`config.mk`:
```
export PLATFORM = sky130hd
export DESIGN_NAME = vga_timing_gen_flat
export DESIGN_NICKNAME = d
export VERILOG_FILES = /design/src/rtl/vga_timing_gen_if.sv /design/src/rtl/vga_timing_gen.sv /design/src/flat_wrapper.sv
export SDC_FILE = /design/constraint.sdc
export NUM_CORES = 1
export LEC_CHECK = 0
export ABC_AREA = 1
export BUFFER_PORTS_ARGS = -buffer_cell sky130_fd_sc_hd__buf_2
export CORE_MARGIN = 2
export CORE_UTILIZATION = 35
export DETAILED_ROUTE_END_ITERATION = 6
export PLACE_DENSITY_LB_ADDON = 0.05
export SLEW_MARGIN = 15
export SYNTH_ARGS = -nofsm -noshare
export SYNTH_HDL_FRONTEND = slang
export SYNTH_SLANG_ARGS = --single-unit
export TNS_END_PERCENT = 30
```
`constraint.sdc`:
```
create_clock -name i_clk -period 6.96 [get_ports i_clk]
set_clock_uncertainty 0.05 [all_clocks]
set_input_delay 0.348 -clock i_clk [delete_from_list [all_inputs] [get_ports i_clk]]
set_output_delay 0.348 -clock i_clk [all_outputs]
set_load 0.02 [all_outputs]
```
`src/rtl/vga_timing_gen_if.sv`:
```
// Video timing bus: shadowed timing config and control in, sync/coords/interrupts out.
interface vga_timing_gen_if #(
  parameter int unsigned CW = 12,
  parameter int unsigned FW = 8
);
  logic          i_ce;
  logic [CW-1:0] i_hSyncStart;
  logic [CW-1:0] i_hBpStart;
  logic [CW-1:0] i_hVisibleStart;
  logic [CW-1:0] i_hEnd;
  logic [CW-1:0] i_vSyncStart;
  logic [CW-1:0] i_vBpStart;
  logic [CW-1:0] i_vVisibleStart;
  logic [CW-1:0] i_vEnd;
  logic          i_hSyncPol;
  logic          i_vSyncPol;
  logic          i_cfgLoad;
  logic [CW-1:0] i_irqLine;
  logic          o_cfgPending;
  logic          o_hSync;
  logic          o_vSync;
  logic          o_visible;
  logic [CW-1:0] o_x;
  logic [CW-1:0] o_y;
  logic [CW-1:0] o_hcount;
  logic [CW-1:0] o_vcount;
  logic          o_inth;
  logic          o_intv;
  logic          o_intLine;
  logic [FW-1:0] o_frame;

  // Config/control side
  modport master (
    output i_ce, i_hSyncStart, i_hBpStart, i_hVisibleStart, i_hEnd,
           i_vSyncStart, i_vBpStart, i_vVisibleStart, i_vEnd,
           i_hSyncPol, i_vSyncPol, i_cfgLoad, i_irqLine,
    input  o_cfgPending, o_hSync, o_vSync, o_visible, o_x, o_y,
           o_hcount, o_vcount, o_inth, o_intv, o_intLine, o_frame
  );

  // Timing generator side
  modport slave (
    input  i_ce, i_hSyncStart, i_hBpStart, i_hVisibleStart, i_hEnd,
           i_vSyncStart, i_vBpStart, i_vVisibleStart, i_vEnd,
           i_hSyncPol, i_vSyncPol, i_cfgLoad, i_irqLine,
    output o_cfgPending, o_hSync, o_vSync, o_visible, o_x, o_y,
           o_hcount, o_vcount, o_inth, o_intv, o_intLine, o_frame
  );
endinterface

```
`src/rtl/vga_timing_gen.sv`:
```
// Parametrised video timing generator with shadowed timing registers that
// switch over only at frame wrap, pixel clock-enable and line interrupts.
module vga_timing_gen #(
  parameter int unsigned CW = 12,
  parameter int unsigned FW = 8
) (
  input  logic            i_clk,
  input  logic            i_reset,
  vga_timing_gen_if.slave bus
);

  // Raw counters and frame count
  logic [CW-1:0] hcnt_q, hcnt_d, vcnt_q, vcnt_d;
  logic [FW-1:0] frame_q, frame_d;

  // Active (applied) timing registers
  logic [CW-1:0] hss_q, hbs_q, hvs_q, hend_q;
  logic [CW-1:0] vss_q, vbs_q, vvs_q, vend_q;
  logic          hpol_q, vpol_q;

  // Shadow load bookkeeping
  logic          pend_q, pend_d;
  logic          apply_c;

  // Registered timing outputs
  logic          hsync_q, hsync_d, vsync_q, vsync_d, vis_q, vis_d;
  logic [CW-1:0] x_q, x_d, y_q, y_d;
  logic          inth_q, inth_d, intv_q, intv_d, intl_q, intl_d;

  logic          hs_raw_c, vs_raw_c, vis_c;

  // Next-state: counter advance, derived timing outputs and shadow apply
  always_comb begin
    hcnt_d   = hcnt_q;
    vcnt_d   = vcnt_q;
    frame_d  = frame_q;
    pend_d   = pend_q | bus.i_cfgLoad;
    apply_c  = 1'b0;
    hsync_d  = hsync_q;
    vsync_d  = vsync_q;
    vis_d    = vis_q;
    x_d      = x_q;
    y_d      = y_q;
    inth_d   = 1'b0;
    intv_d   = 1'b0;
    intl_d   = 1'b0;
    hs_raw_c = (hcnt_q >= hss_q) && (hcnt_q < hbs_q);
    vs_raw_c = (vcnt_q >= vss_q) && (vcnt_q < vbs_q);
    vis_c    = (hcnt_q >= hvs_q) && (hcnt_q <= hend_q) &&
               (vcnt_q >= vvs_q) && (vcnt_q <= vend_q);
    if (bus.i_ce) begin
      hsync_d = hs_raw_c ^ ~hpol_q;
      vsync_d = vs_raw_c ^ ~vpol_q;
      vis_d   = vis_c;
      x_d     = vis_c ? (hcnt_q - hvs_q) : '0;
      y_d     = vis_c ? (vcnt_q - vvs_q) : '0;
      inth_d  = (hcnt_q == '0);
      intv_d  = (hcnt_q == '0) && (vcnt_q == '0);
      intl_d  = (hcnt_q == '0) && (vcnt_q == bus.i_irqLine);
      // '>=' keeps counters bounded even after an illegal config
      if (hcnt_q >= hend_q) begin
        hcnt_d = '0;
        if (vcnt_q >= vend_q) begin
          vcnt_d  = '0;
          frame_d = frame_q + FW'(1);
          apply_c = pend_d;
          if (pend_d) pend_d = 1'b0;
        end else begin
          vcnt_d = vcnt_q + CW'(1);
        end
      end else begin
        hcnt_d = hcnt_q + CW'(1);
      end
    end
  end

  // State and output registers; active config reloads on reset or frame-wrap apply
  always_ff @(posedge i_clk) begin
    if (i_reset) begin
      hcnt_q  <= '0;
      vcnt_q  <= '0;
      frame_q <= '0;
      pend_q  <= 1'b0;
      hsync_q <= ~bus.i_hSyncPol;
      vsync_q <= ~bus.i_vSyncPol;
      vis_q   <= 1'b0;
      x_q     <= '0;
      y_q     <= '0;
      inth_q  <= 1'b0;
      intv_q  <= 1'b0;
      intl_q  <= 1'b0;
    end else begin
      hcnt_q  <= hcnt_d;
      vcnt_q  <= vcnt_d;
      frame_q <= frame_d;
      pend_q  <= pend_d;
      hsync_q <= hsync_d;
      vsync_q <= vsync_d;
      vis_q   <= vis_d;
      x_q     <= x_d;
      y_q     <= y_d;
      inth_q  <= inth_d;
      intv_q  <= intv_d;
      intl_q  <= intl_d;
    end
    if (i_reset || apply_c) begin
      hss_q  <= bus.i_hSyncStart;
      hbs_q  <= bus.i_hBpStart;
      hvs_q  <= bus.i_hVisibleStart;
      hend_q <= bus.i_hEnd;
      vss_q  <= bus.i_vSyncStart;
      vbs_q  <= bus.i_vBpStart;
      vvs_q  <= bus.i_vVisibleStart;
      vend_q <= bus.i_vEnd;
      hpol_q <= bus.i_hSyncPol;
      vpol_q <= bus.i_vSyncPol;
    end
  end

  assign bus.o_cfgPending = pend_q;
  assign bus.o_hSync      = hsync_q;
  assign bus.o_vSync      = vsync_q;
  assign bus.o_visible    = vis_q;
  assign bus.o_x          = x_q;
  assign bus.o_y          = y_q;
  assign bus.o_hcount     = hcnt_q;
  assign bus.o_vcount     = vcnt_q;
  assign bus.o_inth       = inth_q;
  assign bus.o_intv       = intv_q;
  assign bus.o_intLine    = intl_q;
  assign bus.o_frame      = frame_q;

endmodule

```
`src/flat_wrapper.sv`:
```
// flat-port wrapper written by rule: the top's interface ports become plain ports
module vga_timing_gen_flat 
#(
  parameter int unsigned CW = 12,
  parameter int unsigned FW = 8
)
  (i_clk, i_reset, bus_i_ce, bus_i_hSyncStart, bus_i_hBpStart, bus_i_hVisibleStart, bus_i_hEnd, bus_i_vSyncStart, bus_i_vBpStart, bus_i_vVisibleStart, bus_i_vEnd, bus_i_hSyncPol, bus_i_vSyncPol, bus_i_cfgLoad, bus_i_irqLine, bus_o_cfgPending, bus_o_hSync, bus_o_vSync, bus_o_visible, bus_o_x, bus_o_y, bus_o_hcount, bus_o_vcount, bus_o_inth, bus_o_intv, bus_o_intLine, bus_o_frame);
  vga_timing_gen_if #(.CW(CW), .FW(FW)) bus_i ();
  input  logic i_clk;
  input  logic i_reset;
  input wire logic [$bits(bus_i.i_ce)-1:0] bus_i_ce;
  input wire logic [$bits(bus_i.i_hSyncStart)-1:0] bus_i_hSyncStart;
  input wire logic [$bits(bus_i.i_hBpStart)-1:0] bus_i_hBpStart;
  input wire logic [$bits(bus_i.i_hVisibleStart)-1:0] bus_i_hVisibleStart;
  input wire logic [$bits(bus_i.i_hEnd)-1:0] bus_i_hEnd;
  input wire logic [$bits(bus_i.i_vSyncStart)-1:0] bus_i_vSyncStart;
  input wire logic [$bits(bus_i.i_vBpStart)-1:0] bus_i_vBpStart;
  input wire logic [$bits(bus_i.i_vVisibleStart)-1:0] bus_i_vVisibleStart;
  input wire logic [$bits(bus_i.i_vEnd)-1:0] bus_i_vEnd;
  input wire logic [$bits(bus_i.i_hSyncPol)-1:0] bus_i_hSyncPol;
  input wire logic [$bits(bus_i.i_vSyncPol)-1:0] bus_i_vSyncPol;
  input wire logic [$bits(bus_i.i_cfgLoad)-1:0] bus_i_cfgLoad;
  input wire logic [$bits(bus_i.i_irqLine)-1:0] bus_i_irqLine;
  output wire logic [$bits(bus_i.o_cfgPending)-1:0] bus_o_cfgPending;
  output wire logic [$bits(bus_i.o_hSync)-1:0] bus_o_hSync;
  output wire logic [$bits(bus_i.o_vSync)-1:0] bus_o_vSync;
  output wire logic [$bits(bus_i.o_visible)-1:0] bus_o_visible;
  output wire logic [$bits(bus_i.o_x)-1:0] bus_o_x;
  output wire logic [$bits(bus_i.o_y)-1:0] bus_o_y;
  output wire logic [$bits(bus_i.o_hcount)-1:0] bus_o_hcount;
  output wire logic [$bits(bus_i.o_vcount)-1:0] bus_o_vcount;
  output wire logic [$bits(bus_i.o_inth)-1:0] bus_o_inth;
  output wire logic [$bits(bus_i.o_intv)-1:0] bus_o_intv;
  output wire logic [$bits(bus_i.o_intLine)-1:0] bus_o_intLine;
  output wire logic [$bits(bus_i.o_frame)-1:0] bus_o_frame;
  assign bus_i.i_ce = bus_i_ce;
  assign bus_i.i_hSyncStart = bus_i_hSyncStart;
  assign bus_i.i_hBpStart = bus_i_hBpStart;
  assign bus_i.i_hVisibleStart = bus_i_hVisibleStart;
  assign bus_i.i_hEnd = bus_i_hEnd;
  assign bus_i.i_vSyncStart = bus_i_vSyncStart;
  assign bus_i.i_vBpStart = bus_i_vBpStart;
  assign bus_i.i_vVisibleStart = bus_i_vVisibleStart;
  assign bus_i.i_vEnd = bus_i_vEnd;
  assign bus_i.i_hSyncPol = bus_i_hSyncPol;
  assign bus_i.i_vSyncPol = bus_i_vSyncPol;
  assign bus_i.i_cfgLoad = bus_i_cfgLoad;
  assign bus_i.i_irqLine = bus_i_irqLine;
  assign bus_o_cfgPending = bus_i.o_cfgPending;
  assign bus_o_hSync = bus_i.o_hSync;
  assign bus_o_vSync = bus_i.o_vSync;
  assign bus_o_visible = bus_i.o_visible;
  assign bus_o_x = bus_i.o_x;
  assign bus_o_y = bus_i.o_y;
  assign bus_o_hcount = bus_i.o_hcount;
  assign bus_o_vcount = bus_i.o_vcount;
  assign bus_o_inth = bus_i.o_inth;
  assign bus_o_intv = bus_i.o_intv;
  assign bus_o_intLine = bus_i.o_intLine;
  assign bus_o_frame = bus_i.o_frame;
  vga_timing_gen #(.CW(CW), .FW(FW)) u_core (.i_clk(i_clk), .i_reset(i_reset), .bus(bus_i));
endmodule
```
# Yosys cells after proc, flatten, opt, wreduce, memory -nomap -nowiden
# Index checks and enable logic that the tools add are counted.
# totals
register_bits,161
input_bits,114
output_inout_bits,63
wordCells,74
# op_classes
n_addsub,5
order_cmp,10
eq_ne,1
mux,14
n_bitwise,8
n_reduce_logical,14
# op_table
op,n
12-bit >= comparator,6
12-bit 2-to-1 mux,4
"12-bit by 1-bit adder with 12-bit output, second input constant",2
12-bit <= comparator,2
12-bit logical NOT,2
12-bit < comparator,2
12-bit subtractor,2
12-bit == test,1
1-bit 2-to-1 mux,10
"8-bit by 1-bit adder with 8-bit output, second input constant",1
1-bit logical AND,7
1-bit NOT,5
3-bit AND reduction,1
2-bit AND reduction,1
2-bit nonzero test,1
2-bit OR reduction,1
1-bit XOR,2
1-bit logical OR,1
1-bit bitwise OR,1

# Depth between registers and ports, before layout
# depth
word_depth,5
depth_mapped,15
mapped_depth_nobuf,14

# Worst setup path after synthesis
# No wires, ideal clock.
# synth_timing
path_kind,reg2reg
startpoint,reg u_core.vcnt_q[7] (netlist: u_core.bus.o_vcount[7])
endpoint,reg u_core.hbs_q[0] (enable)
setup_time_ns,0.567
t_arrival_ns,5.925
required_ns,6.343
setup_slack_ns,0.418
stages_incl_launch_ff,12
path_buffers,0
synth_period_minus_slack_ns,6.542
cell_sequence,dfxtp_1 ha_1 nand2_1 nor2_1 nand2_2 inv_2 nand2_1 nand3_1 nor2_4 inv_2 nand2_2 o21ai_1
# synth_between
elab_chain_cells,5
# synth_rtl
item,line_no,text
start: declaration,vga_timing_gen.sv:13,"logic [CW-1:0] hcnt_q, hcnt_d, vcnt_q, vcnt_d;"
start signal: assignment,vga_timing_gen.sv:94,vcnt_q <= vcnt_d;
12-bit >= comparator,vga_timing_gen.sv:63,if (vcnt_q >= vend_q) begin
1-bit 2-to-1 mux,vga_timing_gen.sv:63,
1-bit 2-to-1 mux,vga_timing_gen.sv:61,if (hcnt_q >= hend_q) begin
1-bit 2-to-1 mux,vga_timing_gen.sv:51,if (bus.i_ce) begin
1-bit logical OR,vga_timing_gen.sv:106,if (i_reset || apply_c) begin
end signal: assignment,vga_timing_gen.sv:108,hbs_q <= bus.i_hBpStart;
end: declaration,vga_timing_gen.sv:17,"logic [CW-1:0] hss_q, hbs_q, hvs_q, hend_q;"
# Every way passes these cells.
# A chain may end at the register's enable or synchronous reset.

# Worst setup path after layout
# layout_timing
startpoint,reg u_core.hcnt_q[11] (netlist: u_core.bus.o_hcount[11])
endpoint,reg u_core.vss_q[0] (enable)
# layout_between
elab_chain_cells,4
# layout_rtl
item,line_no,text
start: declaration,vga_timing_gen.sv:13,
start signal: assignment,vga_timing_gen.sv:93,hcnt_q <= hcnt_d;
12-bit >= comparator,vga_timing_gen.sv:61,
1-bit 2-to-1 mux,vga_timing_gen.sv:61,
1-bit 2-to-1 mux,vga_timing_gen.sv:51,
1-bit logical OR,vga_timing_gen.sv:106,
end signal: assignment,vga_timing_gen.sv:111,vss_q <= bus.i_vSyncStart;
end: declaration,vga_timing_gen.sv:18,"logic [CW-1:0] vss_q, vbs_q, vvs_q, vend_q;"
# Every way passes these cells.

==> out/metrics.yaml <==
synth:
  postSynth.asyncResetShare: 0
  warnings_synthesis: 0
  syn_inst: 1007
  post_synthesis_sequential_area_ratio: 0.4685
  mappedNetlistNets: 1222
  ys_top_cells_by_area: "edfxtp_1, ha_1, dfxtp_1"
  synth.most_common_cell: "nand2_1"
  ys_seq_elements: 161
  synth.cells.most_frequent: "nand2_1, inv_1, edfxtp_1"
  post_synth.cell_area_avg_sq_um: 8.953
  yosysTopAreaCell: "edfxtp_1"
  synthFlopType: "edfxtp_1"
  netlist-cell-type-count: 42
  synth_enable_flop_cells: 100
  synth_area_sq_mm: 0.009016
  top_area_cell_type_share_of_the_netlist_area: 0.3331
timing:
  maxSlewHeadroom: 0.3270
  timing.final.crit_period_ns: 3.554
  final_max_slew_viol_count: 0
  unrepaired_setup_endpoints_after_global_routing: "false"
  worst-slew-pin-transition_ns: 1.006
  setup_viol: 0
  final_min_period_over_clock_period: 0.5106
  sum_of_negative_setup_slack_ns: 0
  fmax_mhz: 281.4
  hold_viol: 0
floorplan:
  area_of_the_core_region_sq_mm: 0.02525
  initial_core_util: 0.3570
  die-width_um: 164.5
  floorplan.die.height_um: 164.5
  die_area_sq_mm: 0.02706
  floorplan.io_pins: 177
  rows: 58
worst_hold_path:
  holdCritStartpoint: "bus_i_hBpStart[8]"
  worst_hold_path.num_cells: 1
  worst_hold_path_type: "in -> reg"
setup_path:
  worstSetupStartpointType: "flip-flop"
  crit_start: "u_core.bus.o_hcount[11]$_SDFFE_PP0P_"
  worst_r2r_path_depth: 12
  critPathCaptureType: "flip-flop"
  path_buf_inv: 3
  crit-reg2reg-launch: "u_core.bus.o_hcount[11]$_SDFFE_PP0P_"
  critPathArrivalTime_ns: 3.58
  crit_slowest_cell: "o21ai_4"
  critical_path.most_common_cell: "nand2_1"
  cp_data_required_time_ns: 6.98
  worstSetupPathDepth: 12
  timing.critical_path.cells: "ha_1 -> nand2_1 -> inv_2 -> nand2_1 -> nor2_1 -> nand2_1 -> nand4_2 -> nand2_4 -> inv_2 -> nand2_2 -> o21ai_4 -> buf_12"
  worst_path_dominant_cell_family: "simple AND/OR/NAND/NOR gates"
  max_stage_delay_ns: 0.81
  worstSetupPathType: "reg -> reg"
  crit_path_max_fanout: 69
clock_network:
  worst_skew_pair.late_latency_ns: 0.42
  tritoncts: "yes"
  holdBufCountCts: 0
  numCtsBuffers: 17
  max-clock-path-buffers: 2
  cts_root_buf: "clkbuf_16"
  post-cts-setup-buffer-count: 0
  clk_transition_reported_paths_ns: 0.07
  numClockSinks: 161
  cts_resized: 0
  cts_max_level: 4
status:
  run_status: "complete, no violations"
power_and_ir_drop:
  p_int_mw: 1.601
  power.switching_fraction: 0.2547
  vdd_drop_max_uv: 104.5
  share_seq_of_total_power: 0.505
  power_mw: 2.148
  clock_power_share: 0.402
  p_comb_frac: 0.093
  power.static_leakage_nw: 5.400
  powerDensity_mw_per_mm2: 198.8
  power.net_switching_mw: 0.5471
global_routing:
  grt_remaining_overflow: 0
  grt_use_total: 0.1694
  grt_max_degree: 70
  vias_in_the_first_global_route: 6758
  grt_first_pass_wirelength_um: 35270
  antenna_violations_before_repair: 0
route:
  met3_wirelength_um: 1081
  initialDrtViolationCount: 364
  drt_pre_antenna_iters: 5
  wl_met2_um: 9744
  drtAntennaViolNets: 0
  post_drt_via_cell_ratio: 4.542
  avg_wl_per_cell_um: 14.54
  route.detailed.drc: 0
  finalWirelength_um: 22320
  highest-signal-layer: "met4"
  met1Wirelength_um: 11270
  vias: 6972
placement:
  hpwlAfterDp_um: 17310
  port-buffer-count: 176
  gp_routability_congestion: 0.8080
cells_and_area:
  layout-drive-gt1-share: 0.2025
  layout-area-overhead-vs-synth_pct: 19.80
  finish.net_count: 1407
  antenna_cells: 0
job:
  cap_violations: 0
[cells in the final DEF (no fill, tap or decap), types with 2 or more instances in the layout]
cell type   instances
a21o_1              2
a21oi_1            65
a31oi_1             2
buf_2             176
buf_4               3
clkbuf_1            2
clkbuf_16          17
clkinv_1            3
clkinv_2            2
clkinv_4            3
clkinvlp_4          5
dfxtp_1            61
edfxtp_1          100
fa_1                2
ha_1               99
inv_1             158
inv_2               8
nand2_1           236
nand2_2             4
nand3_1            46
nand3b_1            2
nand4_1            39
nand4_2             2
nor2_1             58
nor2_2              7
nor2_4              4
nor3_1             12
nor3_2              4
nor3b_1             3
o21a_1              4
o21ai_0            15
o21ai_1             4
or2_0               2
or2_2               2
xnor2_1            21
xor2_1             19
[worst paths after layout]
path,to,slack (ns)
max,u_core.vss_q[0]$_DFFE_PP_,3.41
min,u_core.hbs_q[8]$_DFFE_PP_,0.04
max reg2reg,u_core.vss_q[0]$_DFFE_PP_,3.41
min reg2reg,u_core.bus.o_x[10]$_SDFFE_PP0P_,0.40
[area by class of cell]
cell class	count	area (sq um)
multi-input combinational	665	4091
inverter	167	626.9
sequential	161	4224
clock buffer	19	432.9
timing repair buffer	180	923.4
tap	330	412.9
fill	2605	14450
clock inverter	13	90.09
[logic make-up after synthesis]
| logic type | after synthesis | synth area share |
|---|---|---|
| and+or+nand+nor | 428 | 0.2157 |
| DFF | 161 | 0.4685 |
| buffers and inverters | 181 | 0.07896 |
| AOI/OAI and AO/OA | 96 | 0.05620 |
| xor gates and xnor gates | 40 | 0.03886 |
| adders and majority gates | 101 | 0.1418 |
[power by group through the flow]
stage / Clock [mW] / Combinational (mW) / Sequential, mW
floorplan: 0 / 0.121 / 1.11
global placement: 0 / 0.204 / 1.10
detailed placement: 0 / 0.204 / 1.11
CTS: 0.887 / 0.205 / 1.08
global route: 0.923 / 0.231 / 1.09
finish: 0.863 / 0.201 / 1.08
[stage by stage]
stage          cells  worst slack [ns]    util  cell area, sq um  hold WS (ns)
3_3_place_gp    1503             3.387  0.4070             10280        0.3820
5_1_grt         1535             3.065  0.4277             10800       0.02296
3_5_place_dp    1503             3.318  0.4070             10280        0.3869
4_1_cts         1535             3.315  0.4277             10800       0.02759
2_1_floorplan   1007            0.4177       -              9016        0.3969
6_report        1535             3.406  0.4277             10800       0.04222
[state kept, by name (all words and copies together), names as in the netlist]
name	flops
u_core.hbs_q	12
u_core.hend_q	12
u_core.bus.o_inth	1
u_core.hpol_q	1
u_core.vpol_q	1
u_core.vvs_q	12
u_core.bus.o_intLine	1
u_core.bus.o_y	12
u_core.bus.o_intv	1
u_core.vbs_q	12
u_core.bus.o_vcount	12
u_core.hvs_q	12
u_core.bus.o_vSync	1
u_core.bus.o_frame	8
u_core.bus.o_x	12
u_core.bus.o_visible	1
u_core.bus.o_cfgPending	1
u_core.hss_q	12
u_core.bus.o_hcount	12
u_core.vend_q	12
u_core.bus.o_hSync	1
u_core.vss_q	12
[layer usage]
layer / global-route usage / up-vias
met5: 0 / -
met4: 0.04822 / 0
met3: 0.02612 / 13
met2: 0.2615 / 163
met1: 0.2457 / 3094
li1: - / 3702
(Power assumes the default switching activity.)
